[config.mk]
export PLATFORM = sky130hd
export DESIGN_NAME = irq_timer
export DESIGN_NICKNAME = d
export VERILOG_FILES = /design/src/rtl/irq_timer.sv
export SDC_FILE = /design/constraint.sdc
export NUM_CORES = 1
export LEC_CHECK = 0
export BUFFER_PORTS_ARGS = -buffer_cell sky130_fd_sc_hd__buf_4
export CAP_MARGIN = 5
export CELL_PAD_IN_SITES_DETAIL_PLACEMENT = 1
export CELL_PAD_IN_SITES_GLOBAL_PLACEMENT = 1
export CORE_ASPECT_RATIO = 0.6
export CORE_MARGIN = 2
export CORE_UTILIZATION = 41
export CTS_BUF_LIST = sky130_fd_sc_hd__clkbuf_4 sky130_fd_sc_hd__clkbuf_8 sky130_fd_sc_hd__clkbuf_16
export DETAILED_ROUTE_END_ITERATION = 7
export PLACE_DENSITY_LB_ADDON = 0.1
export SLEW_MARGIN = 15
export SYNTH_ARGS = -nofsm -noshare
export SYNTH_HDL_FRONTEND = slang
export SYNTH_SLANG_ARGS = --single-unit
[constraint.sdc]
create_clock -name clk -period 3.2 [get_ports clk]
set_input_delay 0.16 -clock clk [delete_from_list [all_inputs] [get_ports clk]]
set_output_delay 0.16 -clock clk [all_outputs]
set_load 0.01 [all_outputs]
[src/rtl/irq_timer.sv]
// irq_timer: memory-mapped countdown timer that raises an interrupt request
// toward CP0. Three word registers: CTRL (EN, MODE, IM), PRESET (reload
// value) and COUNT (read-only live counter). The irq output is the pending
// flag gated by CTRL.IM. Software clears a pending request by rewriting
// CTRL or PRESET.
module irq_timer #(
  parameter int CNT_W = 32  // PRESET/COUNT width, 2..32
) (
  input  logic        clk,
  input  logic        reset,
  input  logic [1:0]  addr,
  input  logic        we,
  input  logic [31:0] wdata,
  output logic [31:0] rdata,
  output logic        irq
);

  typedef enum logic [1:0] {
    IDLE = 2'd0,
    LOAD = 2'd1,
    CNT  = 2'd2,
    INT  = 2'd3
  } state_t;

  localparam logic [1:0]       A_CTRL   = 2'd0;
  localparam logic [1:0]       A_PRESET = 2'd1;
  localparam logic [1:0]       A_COUNT  = 2'd2;
  localparam logic [1:0]       MODE_PER = 2'd1;
  localparam logic [CNT_W-1:0] CNT_ONE  = CNT_W'(1);

  state_t           state, state_nxt;
  logic             en, en_nxt;
  logic [1:0]       mode, mode_nxt;
  logic             im, im_nxt;
  logic [CNT_W-1:0] preset, preset_nxt;
  logic [CNT_W-1:0] count, count_nxt;
  logic             irq_flag, irq_flag_nxt;

  logic wr_ctrl;
  logic wr_preset;

  assign wr_ctrl   = we && (addr == A_CTRL);
  assign wr_preset = we && (addr == A_PRESET);

  // Next-state logic: CPU writes are applied first, then the FSM may
  // override, so an FSM flag set beats a write clear on the same edge.
  always_comb begin
    // NOTE: every signal assigned here gets a default first; a path that
    // leaves one unassigned would otherwise infer a latch.
    state_nxt    = state;
    en_nxt       = en;
    mode_nxt     = mode;
    im_nxt       = im;
    preset_nxt   = preset;
    count_nxt    = count;
    irq_flag_nxt = irq_flag;

    if (wr_ctrl) begin
      en_nxt       = wdata[0];
      mode_nxt     = wdata[2:1];
      im_nxt       = wdata[3];
      irq_flag_nxt = 1'b0;
    end
    if (wr_preset) begin
      preset_nxt   = wdata[CNT_W-1:0];
      irq_flag_nxt = 1'b0;
    end

    case (state)
      IDLE: begin
        if (en) state_nxt = LOAD;
      end
      LOAD: begin
        count_nxt = preset;
        state_nxt = CNT;
      end
      CNT: begin
        if (!en) begin
          state_nxt = IDLE;
        end else if (count > CNT_ONE) begin
          count_nxt = count - CNT_ONE;
        end else begin
          // COUNT of 0 or 1 terminates the count without wrapping.
          count_nxt    = '0;
          irq_flag_nxt = 1'b1;
          state_nxt    = INT;
        end
      end
      INT: begin
        if (mode == MODE_PER) begin
          irq_flag_nxt = 1'b0;
          state_nxt    = LOAD;
        end else begin
          // One-shot: drop EN unless the CPU is writing CTRL this edge.
          if (!wr_ctrl) en_nxt = 1'b0;
          state_nxt = IDLE;
        end
      end
      default: state_nxt = IDLE;
    endcase
  end

  // State and register update with synchronous reset.
  always_ff @(posedge clk) begin
    // NOTE: sequential state uses non-blocking assignments so every
    // register samples pre-edge values regardless of statement order.
    if (reset) begin
      state    <= IDLE;
      en       <= 1'b0;
      mode     <= 2'd0;
      im       <= 1'b0;
      preset   <= '0;
      count    <= '0;
      irq_flag <= 1'b0;
    end else begin
      state    <= state_nxt;
      en       <= en_nxt;
      mode     <= mode_nxt;
      im       <= im_nxt;
      preset   <= preset_nxt;
      count    <= count_nxt;
      irq_flag <= irq_flag_nxt;
    end
  end

  // Combinational read mux; unused and reserved bits read as zero.
  always_comb begin
    rdata = '0;
    case (addr)
      A_CTRL:   rdata = {28'd0, im, mode, en};
      A_PRESET: rdata[CNT_W-1:0] = preset;
      A_COUNT:  rdata[CNT_W-1:0] = count;
      default:  rdata = '0;
    endcase
  end

  assign irq = irq_flag & im;

endmodule
### Yosys cells after proc, flatten, opt, wreduce, memory -nomap -nowiden

Index checks and enable logic that the tools add are counted.

* multiplexer cells: 19
* $lt $le $gt $ge: 1
* bitwise operators: 1
* reduce and logical (&&, ||, !) cells: 7
* equality and inequality tests: 9
* add/sub/neg operators: 1

Operator list (number)
* 32-bit case mux with 3 select lines: 1
* 32-bit 2-to-1 mux: 2
* 32-bit case mux with 2 select lines: 1
* 32-bit by 1-bit greater-than comparator with 1-bit output, second input constant: 1
* 32-bit by 1-bit subtractor with 32-bit output, second input constant: 1
* 1-bit 2-to-1 mux: 10
* 2-bit case mux with 4 select lines: 1
* 2-bit by 1-bit == test with 1-bit output, second input constant: 3
* 2-bit == test, second input constant: 3
* 2-bit 2-to-1 mux: 3
* 2-bit logical NOT: 2
* 2-bit inequality test, second input constant: 2
* 2-bit AND reduction: 2
* 3-bit inequality test, second input constant: 1
* 1-bit logical AND: 2
* 1-bit case mux with 2 select lines: 1
* 2-bit nonzero test: 1
* 1-bit AND: 1

* bits of input ports: 37
* register bits: 71
* word-level logic and storage cells: 45

### Depth between registers and ports, before layout

* depth after elaboration: 7
* depth in mapped cells: 8

### Worst setup path after synthesis

No wires, ideal clock.

* kind: register -> register
* start: register count[5]
* end: register count[13]
* cell stages (with the launch flop): 7
* data required time: 3.068 ns
* path slack: 0.963 ns
* arrival time: 2.104 ns
* library setup time: 0.132 ns
* period minus slack after synthesis: 2.237 ns
* cells stage by stage: dfxtp_1 buf_2 or4_4 or4_1 or4_4 nand2_4 o32ai_1

* cells in the longest elaborated chain, start to end: 4

Ends and longest elaborated chain
* from (decl): line 36 `logic [CNT_W-1:0] count, count_nxt;`
* from (signal assigned): line 121 `count <= count_nxt;`
* 32-bit by 1-bit subtractor with 32-bit output / 32-bit by 1-bit greater-than comparator with 1-bit output (equally long branches): line 81, 80
* 32-bit 2-to-1 mux (*): line 80 `end else if (count > CNT_ONE) begin`
* 32-bit 2-to-1 mux (*): line 78 `if (!en) begin`
* 32-bit case mux with 2 select lines (*): line 69 `case (state)`

Mark *: on every way between the ends. The rest lies on a longest branch, timed or not. The select of a mux whose other input is x is not followed.
A chain may end at the register's enable or synchronous reset.

### Worst setup path in the final report

* start: register count[24]
* end: register count[20]

* cells in the longest elaborated chain, start to end: 4

Ends and longest elaborated chain (line)
* 32-bit by 1-bit greater-than comparator with 1-bit output: 80
* 32-bit 2-to-1 mux: 80
* 32-bit 2-to-1 mux: 78
* 32-bit case mux with 2 select lines: 69

No other way between the ends. The select of a mux whose other input is x is not followed.

==> flow_metrics.py <==
metrics = {
    "floorplan": {
        "num_rows": 28,
        "ios": 70,
        "die_h_um": 81.43,
        "die_w_um": 133.0,
        "initial_utilization_pct": 41.91,
        "core-area_mm2": 0.009774,
        "die_area_mm2": 0.01083,
    },
    "global_route": {
        "grt_overflow": 0,
        "grt_max_degree": 39,
        "grt_pass1_vias": 4395,
        "gr-usage-met2_pct": 44.82,
        "grt_use_met3_pct": 8.210,
        "antenna_found_initial": 1,
        "top_usage_layer": "met2",
        "grt_pass1_wl_um": 24580,
        "grt_util_met1_pct": 42.21,
        "track_usage_pct": 29.63,
    },
    "clocking": {
        "clkLatencyLatePin_ns": 0.34,
        "cts_setup_buffers": 0,
        "cts.sinks": 71,
        "cts_tree": "yes",
        "postCtsHoldBufs": 0,
        "clockRootBuffer": "clkbuf_16",
        "cts_resized": 0,
        "htree_levels": 3,
        "clk_path_buf_depth": 2,
        "cts.clk_slew.worst_paths_ns": 0.06,
        "cts_made_buffers": 9,
    },
    "sta": {
        "final_hold_viol_count": 0,
        "rsz0062_at_grt": "no",
        "max_freq_mhz": 387.1,
        "period_share_pct": 80.72,
        "finClkSkew_ns": 0.008251,
        "worstMarginPinSlew_ns": 0.6979,
        "max-slew-margin-rel_pct": 53.31,
        "min_period_ns": 2.583,
        "final-setup-viol-count": 0,
        "finalSetupTns_ns": 0,
        "holdWs_ns": 0.06619,
        "slew_viol_final": 0,
    },
    "place": {
        "hpwl_um": 11080,
        "place_congestion": 0.9415,
        "placed_area_mm2": 0.004686,
        "port_buffers": 69,
    },
    "min_path": {
        "whs_path_depth": 3,
        "hold_class": "in -> reg",
        "holdCritStartpoint": "wdata[18]",
    },
    "synth": {
        "synthFlopType": "dfxtp_1",
        "ys_seq_area_share_pct": 34.70,
        "synth-warning-count": 0,
        "ys_seq_elements": 71,
        "synth_edf_count": 0,
        "synthArstFlopShare_pct": 0,
        "synth_nets": 578,
        "syn-cell-area_mm2": 0.004096,
        "avgSynthCellArea_um2": 7.600,
        "yosys.cell_types.count": 58,
        "syn_inst": 539,
    },
    "finish": {
        "seq_area_mm2": 0.001421,
        "fillerInstances": 1182,
        "antennaDiodeCount": 0,
        "nets": 621,
        "multi_input_area_mm2": 0.002449,
        "fin_area_mm2": 0.004992,
        "mostFrequentLayoutCell": "nand2_1",
        "layout_common_cells": "nand2_1 (95), buf_4 (84), dfxtp_1 (71)",
        "area_growth_pct": 21.87,
        "drive_above_1_share_pct": 19.25,
    },
    "routing": {
        "viasPerCell": 6.166,
        "wl_per_cell_um": 21.62,
        "drtIter0Drc": 319,
        "final_antenna_net_count": 0,
        "drt_wl_total_um": 15610,
        "drtPass1Iterations": 4,
        "drc_errors": 0,
        "vias": 4452,
    },
    "power": {
        "cellLeakagePower_nw": 1.978,
        "p_seq_share_pct": 40.4,
        "power_frac_comb_pct": 15.0,
        "p_clk_share_pct": 44.6,
        "ir_drop_v": 0.0002712,
        "cell_internal_pwr_mw": 1.642,
        "swShare_pct": 29.29,
        "p_per_area_mw_per_mm2": 465.2,
        "power_switching_uw": 680.4,
    },
    "worst_setup_path": {
        "crit_start": "count[24]",
        "cp.arrival_ns": 2.79,
        "worstPathRequired_ns": 3.41,
        "crit_path_end_kind": "register",
        "r2r-start": "count[24]",
        "r2r_setup_slack_ns": 0.62,
        "cp_max_fo": 9,
        "rr_worst_depth": 6,
        "start_kind": "register",
        "crit_end": "count[20]",
        "path_class": "reg -> reg",
        "r2r-end": "count[20]",
    },
    "job": {
        "drv_cap": 0,
    },
    "run_status": {
        "outcome": "complete, no violations",
    },
}
worst max-delay path: stages (launching register included):
cell	delay, ns
dfxtp_1	0.38
or4_4	0.61
nor4_1	0.43
nand3_1	0.48
buf_4	0.32
o211ai_1	0.11
a211oi_1	0.12
worst min-delay path by stage:
stage / slack (ns) / endpoint
after floorplan: 0.30 / preset[11]
after global routing: 0.07 / preset[11]
final: 0.07 / preset[18]
after global placement: 0.40 / en
after CTS: 0.06 / preset[18]
after detailed placement: 0.41 / en
power groups by stage:
stage / clock (mW) / combinational, mW / sequential [mW]
global route: 1.08 / 0.376 / 0.941
CTS: 1.05 / 0.341 / 0.937
floorplan: 0 / 0.211 / 0.940
finish: 1.04 / 0.347 / 0.939
detailed placement: 0 / 0.336 / 0.957
global placement: 0 / 0.330 / 0.955
cells in the mapped netlist (all sizes together), types with 4 or more instances:
master | n | area, um^2
inv | 4 | 15.01
nor4 | 14 | 115.1
nand2 | 97 | 371.6
a221oi | 4 | 35.03
or3 | 5 | 31.28
o31ai | 5 | 37.54
a22o | 29 | 254.0
nor2b | 5 | 31.28
or4 | 11 | 97.59
clkbuf | 43 | 161.4
nand4 | 4 | 25.02
mux2i | 14 | 140.1
nand3 | 16 | 80.08
nor3 | 16 | 80.08
buf | 9 | 53.80
o21ai | 33 | 165.2
nor2 | 33 | 123.9
o31a | 7 | 61.31
o211ai | 5 | 37.54
a31oi | 5 | 31.28
dfxtp | 71 | 1421
a211oi | 13 | 97.59
a21oi | 51 | 255.2
cell families (layout without fill, tap and decap cells):
kind of cell / count (synthesis) / after routing / share of synthesized area [%]
mux: 14 / 14 / 3.421
buf+inv: 57 / 105 / 5.711
compound gates: 179 / 179 / 29.66
xor+xnor: 1 / 1 / 0.2138
fa+ha+maj: 2 / 2 / 0.6108
simple gates: 215 / 215 / 25.69
flops: 71 / 71 / 34.70
sequential cells by signal, summed over array words and instances (netlist names):
register,count
count,32
en,1
im,1
irq_flag,1
mode,2
preset,32
state,2
stage by stage:
| stage | std cells | util, % | worst slack [ns] | total power, mW |
|---|---|---|---|---|
| after CTS | 722 | 51.05 | 0.6747 | 2.325 |
| final | 722 | 51.08 | 0.6170 | 2.323 |
| after detailed placement | 706 | 47.94 | 0.7127 | 1.292 |
| after global routing | 722 | 51.08 | 0.4469 | 2.402 |
| after floorplan | 539 | - | 0.9634 | 1.152 |
| after global placement | 706 | 47.94 | 0.8444 | 1.285 |
metal layers:
layer	up-vias	wire length (um)	share of wire (%)
met5	-	0	0
met4	0	183	1.2
met3	19	1430	9.2
met2	190	6577	42
met1	2166	7416	48
li1	2077	-	-
cell type report:
class | instances | share of cell area, %
clock inverter | 7 | 1.579
timing repair buffer | 84 | 12.63
multi-input combinational | 411 | 49.05
inverter | 5 | 0.3759
sequential | 71 | 28.47
clock buffer | 9 | 4.511
tap | 135 | 3.383
Note: power is estimated with default switching activity, not from simulation.
